<file path="config.mk">
export PLATFORM = sky130hd
export DESIGN_NAME = hazard_unit_flat
export DESIGN_NICKNAME = d
export VERILOG_FILES = /design/src/rtl/hazard_unit_if.sv /design/src/rtl/hazard_unit.sv /design/src/flat_wrapper.sv
export SDC_FILE = /design/constraint.sdc
export NUM_CORES = 1
export LEC_CHECK = 0
export CAP_MARGIN = 20
export CORE_ASPECT_RATIO = 0.8
export CORE_MARGIN = 2
export CORE_UTILIZATION = 49
export CTS_CLUSTER_DIAMETER = 40
export DETAILED_ROUTE_END_ITERATION = 10
export PLACE_DENSITY = 0.9
export SKIP_CTS_REPAIR_TIMING = 1
export SYNTH_ARGS = -nofsm -noshare
export SYNTH_HDL_FRONTEND = slang
export SYNTH_SLANG_ARGS = --single-unit
</file>
<file path="constraint.sdc">
create_clock -name clk -period 3 [get_ports clk]
set_input_delay 0.3 -clock clk [delete_from_list [all_inputs] [get_ports clk]]
set_output_delay 0.3 -clock clk [all_outputs]
set_load 0.02 [all_outputs]
</file>
<file path="src/rtl/hazard_unit_if.sv">
// rtl/hazard_unit_if.sv - decode-side request and hazard-control response bundle
interface hazard_unit_if #(
   parameter int REG_AW = 5
);
   logic              d_valid;
   logic [REG_AW-1:0] d_rs_addr;
   logic [REG_AW-1:0] d_rt_addr;
   logic              d_uses_rs;
   logic              d_uses_rt;
   logic              d_wr_en;
   logic [REG_AW-1:0] d_wr_addr;
   logic              d_is_load;
   logic              d_is_muldiv;
   logic              flush;
   logic              stall;
   logic              x_hold;
   logic              fwdX_rs;
   logic              fwdX_rt;
   logic              fwdM_rs;
   logic              fwdM_rt;

   modport master (
      output d_valid, d_rs_addr, d_rt_addr, d_uses_rs, d_uses_rt,
             d_wr_en, d_wr_addr, d_is_load, d_is_muldiv, flush,
      input  stall, x_hold, fwdX_rs, fwdX_rt, fwdM_rs, fwdM_rt
   );

   modport slave (
      input  d_valid, d_rs_addr, d_rt_addr, d_uses_rs, d_uses_rt,
             d_wr_en, d_wr_addr, d_is_load, d_is_muldiv, flush,
      output stall, x_hold, fwdX_rs, fwdX_rt, fwdM_rs, fwdM_rt
   );
endinterface

</file>
<file path="src/rtl/hazard_unit.sv">
// rtl/hazard_unit.sv - D/X/M hazard detection: forwarding selects, load-use stall, mul/div hold
module hazard_unit #(
   parameter int REG_AW     = 5,
   parameter int MULDIV_LAT = 4
) (
   input  logic         clk,
   input  logic         rst_n,
   hazard_unit_if.slave hif
);
   typedef struct packed {
      logic              valid;
      logic              wr_en;
      logic [REG_AW-1:0] wr_addr;
      logic              is_load;
   } shadow_t;

   localparam shadow_t    BUBBLE   = '0;
   localparam logic [3:0] CNT_LOAD = 4'(MULDIV_LAT - 1);

   shadow_t    x_sh;
   shadow_t    m_sh;
   logic [3:0] cnt;

   logic busy;
   logic load_use;
   logic accept;
   logic x_rs_raw, x_rt_raw;
   logic x_rs_fwd, x_rt_fwd;
   logic m_rs_fwd, m_rt_fwd;

   // load_ready=0 rejects loads, whose data does not exist until the entry leaves X
   function automatic logic src_hit(input shadow_t           e,
                                    input logic [REG_AW-1:0] src,
                                    input logic              uses,
                                    input logic              load_ready);
      return e.valid && e.wr_en && (e.wr_addr == src) && (e.wr_addr != '0)
             && uses && (load_ready || !e.is_load);
   endfunction

   always_comb begin
      x_rs_raw = src_hit(x_sh, hif.d_rs_addr, hif.d_uses_rs, 1'b1);
      x_rt_raw = src_hit(x_sh, hif.d_rt_addr, hif.d_uses_rt, 1'b1);
      x_rs_fwd = src_hit(x_sh, hif.d_rs_addr, hif.d_uses_rs, 1'b0);
      x_rt_fwd = src_hit(x_sh, hif.d_rt_addr, hif.d_uses_rt, 1'b0);
      m_rs_fwd = src_hit(m_sh, hif.d_rs_addr, hif.d_uses_rs, 1'b1);
      m_rt_fwd = src_hit(m_sh, hif.d_rt_addr, hif.d_uses_rt, 1'b1);

      busy     = (cnt != 4'd0);
      load_use = hif.d_valid && x_sh.is_load && (x_rs_raw || x_rt_raw);
      accept   = hif.d_valid && !hif.flush && !load_use;

      hif.stall   = busy || (load_use && !hif.flush);
      hif.x_hold  = busy;
      hif.fwdX_rs = !busy && x_rs_fwd;
      hif.fwdX_rt = !busy && x_rt_fwd;
      hif.fwdM_rs = !busy && m_rs_fwd && !x_rs_fwd;
      hif.fwdM_rt = !busy && m_rt_fwd && !x_rt_fwd;
   end

   // While busy the mul/div stays parked in X and M drains with bubbles
   always_ff @(posedge clk or negedge rst_n) begin
      if (!rst_n) begin
         x_sh <= BUBBLE;
         m_sh <= BUBBLE;
         cnt  <= 4'd0;
      end else if (busy) begin
         m_sh <= BUBBLE;
         cnt  <= cnt - 4'd1;
      end else begin
         m_sh <= x_sh;
         if (accept) begin
            x_sh <= '{1'b1, hif.d_wr_en, hif.d_wr_addr, hif.d_is_load};
            cnt  <= hif.d_is_muldiv ? CNT_LOAD : 4'd0;
         end else begin
            x_sh <= BUBBLE;
            cnt  <= 4'd0;
         end
      end
   end
endmodule

</file>
<file path="src/flat_wrapper.sv">
// flat-port wrapper written by rule: the top's interface ports become plain ports
module hazard_unit_flat 
#(
   parameter int REG_AW     = 5,
   parameter int MULDIV_LAT = 4
)
  (clk, rst_n, hif_d_valid, hif_d_rs_addr, hif_d_rt_addr, hif_d_uses_rs, hif_d_uses_rt, hif_d_wr_en, hif_d_wr_addr, hif_d_is_load, hif_d_is_muldiv, hif_flush, hif_stall, hif_x_hold, hif_fwdX_rs, hif_fwdX_rt, hif_fwdM_rs, hif_fwdM_rt);
  hazard_unit_if #(.REG_AW(REG_AW)) hif_i ();
  input  logic clk;
  input  logic rst_n;
  input wire logic [$bits(hif_i.d_valid)-1:0] hif_d_valid;
  input wire logic [$bits(hif_i.d_rs_addr)-1:0] hif_d_rs_addr;
  input wire logic [$bits(hif_i.d_rt_addr)-1:0] hif_d_rt_addr;
  input wire logic [$bits(hif_i.d_uses_rs)-1:0] hif_d_uses_rs;
  input wire logic [$bits(hif_i.d_uses_rt)-1:0] hif_d_uses_rt;
  input wire logic [$bits(hif_i.d_wr_en)-1:0] hif_d_wr_en;
  input wire logic [$bits(hif_i.d_wr_addr)-1:0] hif_d_wr_addr;
  input wire logic [$bits(hif_i.d_is_load)-1:0] hif_d_is_load;
  input wire logic [$bits(hif_i.d_is_muldiv)-1:0] hif_d_is_muldiv;
  input wire logic [$bits(hif_i.flush)-1:0] hif_flush;
  output wire logic [$bits(hif_i.stall)-1:0] hif_stall;
  output wire logic [$bits(hif_i.x_hold)-1:0] hif_x_hold;
  output wire logic [$bits(hif_i.fwdX_rs)-1:0] hif_fwdX_rs;
  output wire logic [$bits(hif_i.fwdX_rt)-1:0] hif_fwdX_rt;
  output wire logic [$bits(hif_i.fwdM_rs)-1:0] hif_fwdM_rs;
  output wire logic [$bits(hif_i.fwdM_rt)-1:0] hif_fwdM_rt;
  assign hif_i.d_valid = hif_d_valid;
  assign hif_i.d_rs_addr = hif_d_rs_addr;
  assign hif_i.d_rt_addr = hif_d_rt_addr;
  assign hif_i.d_uses_rs = hif_d_uses_rs;
  assign hif_i.d_uses_rt = hif_d_uses_rt;
  assign hif_i.d_wr_en = hif_d_wr_en;
  assign hif_i.d_wr_addr = hif_d_wr_addr;
  assign hif_i.d_is_load = hif_d_is_load;
  assign hif_i.d_is_muldiv = hif_d_is_muldiv;
  assign hif_i.flush = hif_flush;
  assign hif_stall = hif_i.stall;
  assign hif_x_hold = hif_i.x_hold;
  assign hif_fwdX_rs = hif_i.fwdX_rs;
  assign hif_fwdX_rt = hif_i.fwdX_rt;
  assign hif_fwdM_rs = hif_i.fwdM_rs;
  assign hif_fwdM_rt = hif_i.fwdM_rt;
  hazard_unit #(.REG_AW(REG_AW), .MULDIV_LAT(MULDIV_LAT)) u_core (.clk(clk), .rst_n(rst_n), .hif(hif_i));
endmodule
</file>
==> results by group, run 1 <==
Global routing
  • First-pass GRT wire length: 3753 um
  • Grt ovf: 0
  • Vias in the first global route: 848
  • Largest net degree at the start of global routing: 20
  • All-Layer GR Usage: 21.58%
  • Antenna violations before repair: 0

Setup path
  • CP cell instances: or4_1 -> o211ai_2 -> nor3_1 -> a211oi_1 -> clkdlybuf4s50_1
  • CP Max Fanout: 5
  • Slowest CP cell: clkdlybuf4s50_1
  • Setup CP Type: reg -> out
  • Slowest stage delay, CP: 0.65 ns
  • Worst reg2reg endpoint: u_core.x_sh[5]$_DFFE_PN0N_
  • Setup crit start: u_core.x_sh[3]$_DFFE_PN0N_
  • Flop2flop setup slack: 1.13 ns
  • CP Capture Type: primary output
  • Start of the worst register-to-register path: u_core.x_sh[3]$_DFFE_PN0N_
  • Required @ worst endpoint: 2.70 ns
  • Crit path launch type: flop
  • Worst-case reg-to-reg path depth: 5
  • Crit path DAT: 2.56 ns

CTS
  • CTS tree: yes
  • CTS Root Cell: clkbuf_4
  • Clock tree sinks: 19
  • CTS Buf Count: 3
  • Worst-path clk slew: 0.10 ns
  • Skew-Pair Late Insertion Delay: 0.29 ns
  • CTS H-tree lvls: 1
  • Bufs on Longest Clock Path: 2

Power
  • Power Density: 618.2 mW/mm2
  • Leak: 0.0005931 uW
  • Maximum VDD drop: 408.0 uV

Logic synthesis
  • YS warnings: 0
  • Post-synth top area cell: dfrtp_1
  • Most common cell in the netlist: dfrtp_1
  • Synth Net Count: 119
  • Synthesized area per cell: 10.89 um2
  • Adder-Cell Fraction of Synth Area: 1.222%
  • Largest family of logic cells by synthesized area: XOR/XNOR gates
  • Synth top area cells: dfrtp_1 (46%), xnor2_1 (10%), a22o_1 (6.8%)
  • Simple-Gate Fraction of Synth Area: 16.75%
  • Mux share of post-synthesis cell area: 0.9780%
  • Cell variety after synth: 30
  • Register area share after synthesis: 46.45%
  • XOR/XNOR Fraction of Synth Area: 17.11%
  • Commonest cells in the synthesized netlist: dfrtp_1 (19), xnor2_1 (12), a22o_1 (8), xor2_1 (8)
  • Synth Area in Compound Gates: 15.65%
  • Mapped cell area: 0.001023 mm2
  • Number of synthesized flops with an enable pin: 0
  • Asr flop ratio synth: 100.0%
  • Cells after Synth: 94
  • Predominant post-synthesis flop cell: dfrtp_1
  • Register bit count reported by yosys: 19
  • Synth top area share: 46.45%

STA
  • Setup violators final: 0
  • Max-Slew Margin vs Limit: 46.70%
  • Crit share post-route: 95.29%
  • Achievable Freq: 0.3498 GHz
  • Final Skew: 0.004662 ns
  • RSZ-0062 raised after global routing: no
  • Worst-Margin Slew: 0.7970 ns
  • Final Hold Viols: 0
  • Max Slew Vio Count: 0
  • Fin crit period: 2.859 ns
  • Setup_tns: 0 ns

Routing
  • Initial DRC Count: 12
  • Pre-antenna DRT Iters: 4
  • Wire per inst: 15.05 um
  • DR top layer: met4
  • WL final: 2272 um
  • Post-DRT Antenna Nets: 0
  • Met2 wire length: 1032 um
  • Total number of vias: 847
  • Wire length on met3: 149 um
  • Via density: 5.609
  • DRC Markers: 0
  • Routed length on met1: 1059 um

Die
  • Core footprint: 0.001927 mm2
  • Die Area: 0.002473 mm2
  • # rows: 14
  • Die Wd: 55.10 um
  • Die extent in y: 44.88 um
  • Initial Util: 53.12%
  • Ports: 30

Finish
  • Ant. Diodes: 0
  • NumNets Final: 153
  • Layout cell share with drive strength beyond 1: 7.087%
  • Fillers: 141
  • Multi-input logic area: 529.3 um2
  • Area grow syn2layout: 34.23%
  • Register area: 475.5 um2
  • Final Util: 71.30%

Status
  • Outcome: complete, no violations

Min path
  • Hold crit path type: in -> async

Placed design
  • RD Place Congestion: 0.7799
  • DP Wirelength: 1759 um
  • Buffers on Ports: 29

Job
  • MaxCap Viol Count: 0
==> critical path, delay by kind of cell, from the launching register on <==
kind / cells / cell delay [ns]
flip-flops: 1 / 0.46
AO/OA/AOI/OAI: 2 / 0.50
buffers and inverters: 1 / 0.65
AND/OR/NAND/NOR: 2 / 0.67
==> registers in the layout, summed over array words and instances, names as in the netlist <==
register,count
u_core.x_sh,8
u_core.m_sh,7
u_core.cnt,4
==> worst max path at each step <==
stage | to | cells after the start
2_1_floorplan | hif_fwdM_rt | 4
6_report | hif_fwdM_rs | 5
5_1_grt | hif_fwdM_rs | 5
4_1_cts | hif_fwdM_rs | 5
3_5_place_dp | hif_fwdM_rs | 6
3_3_place_gp | hif_fwdX_rs | 6
==> through the flow <==
step,total power [uW],cell area (um2),setup WS [ns],cells,hold WS [ns]
final,849.2,1374,0.1413,151,0.4604
after global routing,904.1,1374,0.02001,151,0.5277
after CTS,854.7,1374,0.1094,151,0.4857
after detailed placement,727.2,1348,0.4350,147,0.4900
after global placement,709.6,1348,0.5024,147,0.4889
after floorplan,594.9,1023,0.8921,94,0.004409
==> routing by layer <==
metal	track usage, %	up-vias
met5	0	-
li1	-	408
met4	8.780	0
met2	36.67	34
met3	2.318	6
met1	28.17	399
==> layout make-up <==
| class | instances | area share [%] |
|---|---|---|
| Clock buffer | 4 | 1.913 |
| Inverter | 4 | 1.093 |
| Multi-Input combinational cell | 70 | 38.52 |
| Sequential cell | 19 | 34.61 |
| Tap cell | 24 | 2.186 |
| Timing Repair Buffer | 30 | 21.68 |
==> layout by cell type (no fill, tap or decap), types with 2 or more instances in the layout <==
master	instances
clkdlybuf4s50_1	29
dfrtp_1	19
xnor2_1	12
a22o_1	8
xor2_1	8
and2_1	6
nand2_1	6
inv_1	3
nor3_1	3
clkbuf_4	3
nand4_1	2
or4_1	2
and3_1	2
nor4_1	2
nand3_1	2
a211oi_1	2
a21o_1	2
==> cells by family after synthesis <==
family | count (synthesis)
compound gates | 18
xor+xnor | 20
fa+ha+maj | 1
buf+inv | 5
flops | 19
mux | 1
simple gates | 30
==> where the power goes <==
part           leakage (uW)  total [uW]  internal [uW]  switching [uW]
clock network     0.0000150         125           51.7            73.0
logic              0.000324         338            173             164
registers          0.000254         387            320            66.8
No activity file was read; power rests on OpenSTA's default activity.
==> run 2, diff against run 1 <==
--- a/config.mk
+++ b/config.mk
@@ -6,12 +6,14 @@
 export NUM_CORES = 1
 export LEC_CHECK = 0
 export CAP_MARGIN = 20
+export CELL_PAD_IN_SITES_DETAIL_PLACEMENT = 1
+export CELL_PAD_IN_SITES_GLOBAL_PLACEMENT = 1
 export CORE_ASPECT_RATIO = 0.8
 export CORE_MARGIN = 2
-export CORE_UTILIZATION = 49
+export CORE_UTILIZATION = 38
 export CTS_CLUSTER_DIAMETER = 40
 export DETAILED_ROUTE_END_ITERATION = 10
-export PLACE_DENSITY = 0.9
+export PLACE_DENSITY = 0.91
 export SKIP_CTS_REPAIR_TIMING = 1
 export SYNTH_ARGS = -nofsm -noshare
 export SYNTH_HDL_FRONTEND = slang
==> results by group, run 2 (synthesized netlist as in run 1, its figures left out) <==
Routing
  • DRC Markers: 0
  • Wire per inst: 16.74 um
  • Post-DRT Antenna Nets: 0
  • Total number of vias: 845
  • Initial DRC Count: 8
  • Via density: 5.184
  • Pre-antenna DRT Iters: 4
  • WL final: 2728 um

CTS
  • Bufs on Longest Clock Path: 2
  • CTS tree: yes
  • Clock tree sinks: 19
  • Worst-path clk slew: 0.11 ns
  • Skew-Pair Late Insertion Delay: 0.29 ns
  • CTS H-tree lvls: 1
  • CTS Buf Count: 3
  • CTS Root Cell: clkbuf_4

Setup path
  • CP Capture Type: primary output
  • Crit path launch type: flop
  • Setup crit end: hif_fwdM_rt
  • Worst reg2reg endpoint: u_core.x_sh[5]$_DFFE_PN0N_
  • Worst-case reg-to-reg path depth: 7
  • Crit path DAT: 2.50 ns
  • Setup CP Type: reg -> out
  • CP Max Fanout: 5
  • Required @ worst endpoint: 2.70 ns
  • Start of the worst register-to-register path: u_core.cnt[0]$_DFF_PN0_
  • Flop2flop setup slack: 1.11 ns
  • Setup crit start: u_core.x_sh[3]$_DFFE_PN0N_

STA
  • Crit share post-route: 93.35%
  • Max-Slew Margin vs Limit: 44.75%
  • Final Skew: 0.006345 ns
  • Achievable Freq: 0.3571 GHz
  • Setup violators final: 0
  • RSZ-0062 raised after global routing: no
  • Setup_tns: 0 ns
  • Worst-Margin Slew: 0.8262 ns
  • Fin crit period: 2.800 ns
  • Final Hold Viols: 0
  • Max Slew Vio Count: 0

Global routing
  • Antenna violations before repair: 0
  • All-Layer GR Usage: 20.14%
  • Grt ovf: 0
  • Vias in the first global route: 993
  • First-pass GRT wire length: 4560 um
  • Largest net degree at the start of global routing: 20

Die
  • Core footprint: 0.002502 mm2
  • # rows: 16
  • Die extent in y: 50.42 um
  • Initial Util: 40.90%
  • Die Wd: 62.03 um
  • Ports: 30
  • Die Area: 0.003127 mm2

Min path
  • Hold crit path type: in -> async

Power
  • Leak: 0.0006119 uW
  • Maximum VDD drop: 314.8 uV
  • Power Density: 617.9 mW/mm2

Finish
  • Largest register FFs: 8
  • Largest register by flop count: u_core.x_sh
  • Layout cell share with drive strength beyond 1: 7.087%
  • Largest regs: u_core.x_sh x8, u_core.m_sh x7, u_core.cnt x4
  • Area grow syn2layout: 35.94%
  • Ant. Diodes: 0
  • Most frequent cells in the layout: clkdlybuf4s50_1 (28), dfrtp_1 (19), xnor2_1 (12)
  • NumNets Final: 153
  • Most common cell after layout, fill and taps aside: clkdlybuf4s50_1
  • Final non-filler cell total: 163
  • Fillers: 280

Job
  • MaxCap Viol Count: 0

Status
  • Outcome: complete, no violations

Placed design
  • Placed Cells: 159
  • Buffers on Ports: 29
  • DP Wirelength: 2217 um
  • RD Place Congestion: 0.8202
-- run 2: per-layer routing --
metal | part of all wire (%) | vias up | GRT usage [%]
li1 | - | 405 | -
met1 | 47 | 415 | 26.69
met2 | 48 | 23 | 33.85
met3 | 5.1 | 2 | 3.608
met4 | 0.33 | 0 | 4.255
met5 | 0 | - | 0
-- run 2: area by class of cell --
type	count	area, um2	area share [%]
clock buffer	4	26.28	1.888
inverter	4	15.01	1.079
timing repair buffer	30	300.3	21.58
tap	36	45.04	3.237
sequential	19	475.5	34.17
multi-input combinational	70	529.3	38.04
-- run 2: worst min path at each step --
| stage | start | end | slack, ns | cells past startpoint |
|---|---|---|---|---|
| CTS | rst_n | u_core.x_sh[0]$_DFFE_PN0N_ | 0.49 | 1 |
| detailed placement | u_core.cnt[2]$_DFF_PN0_ | u_core.cnt[2]$_DFF_PN0_ | 0.52 | 1 |
| global placement | u_core.cnt[2]$_DFF_PN0_ | u_core.cnt[2]$_DFF_PN0_ | 0.49 | 1 |
| finish | rst_n | u_core.x_sh[0]$_DFFE_PN0N_ | 0.47 | 1 |
| floorplan | rst_n | u_core.cnt[0]$_DFF_PN0_ | 0.004 | 0 |
| global route | rst_n | u_core.x_sh[0]$_DFFE_PN0N_ | 0.51 | 1 |
-- run 2: stage by stage --
stage               total power, uW  util [%]  area [um2]  hold slack (ns)  setup slack, ns
floorplan                     594.9         -        1023         0.004409           0.8921
global placement              716.1     54.45        1363           0.4873           0.4552
detailed placement            742.5     54.45        1363           0.5168           0.3666
CTS                           871.0     55.50        1389           0.4930           0.1304
global route                  931.4     55.60        1391           0.5131          0.07139
finish                        859.7     55.60        1391           0.4743           0.1995
-- run 2: critical path, cell delays in order, from the launching register on --
cell and delay (ns):
dfrtp_1 0.47, or4_1 0.55, o211ai_2 0.23, nor3_1 0.10, a211oi_1 0.23, clkdlybuf4s50_1 0.64
-- run 2: power breakdown --
group          total, uW  internal (uW)  switching (uW)  leakage [uW]
sequential           388            320            67.9      0.000254
combinational        347            174             173      0.000343
clock                125           51.6            73.3     0.0000150
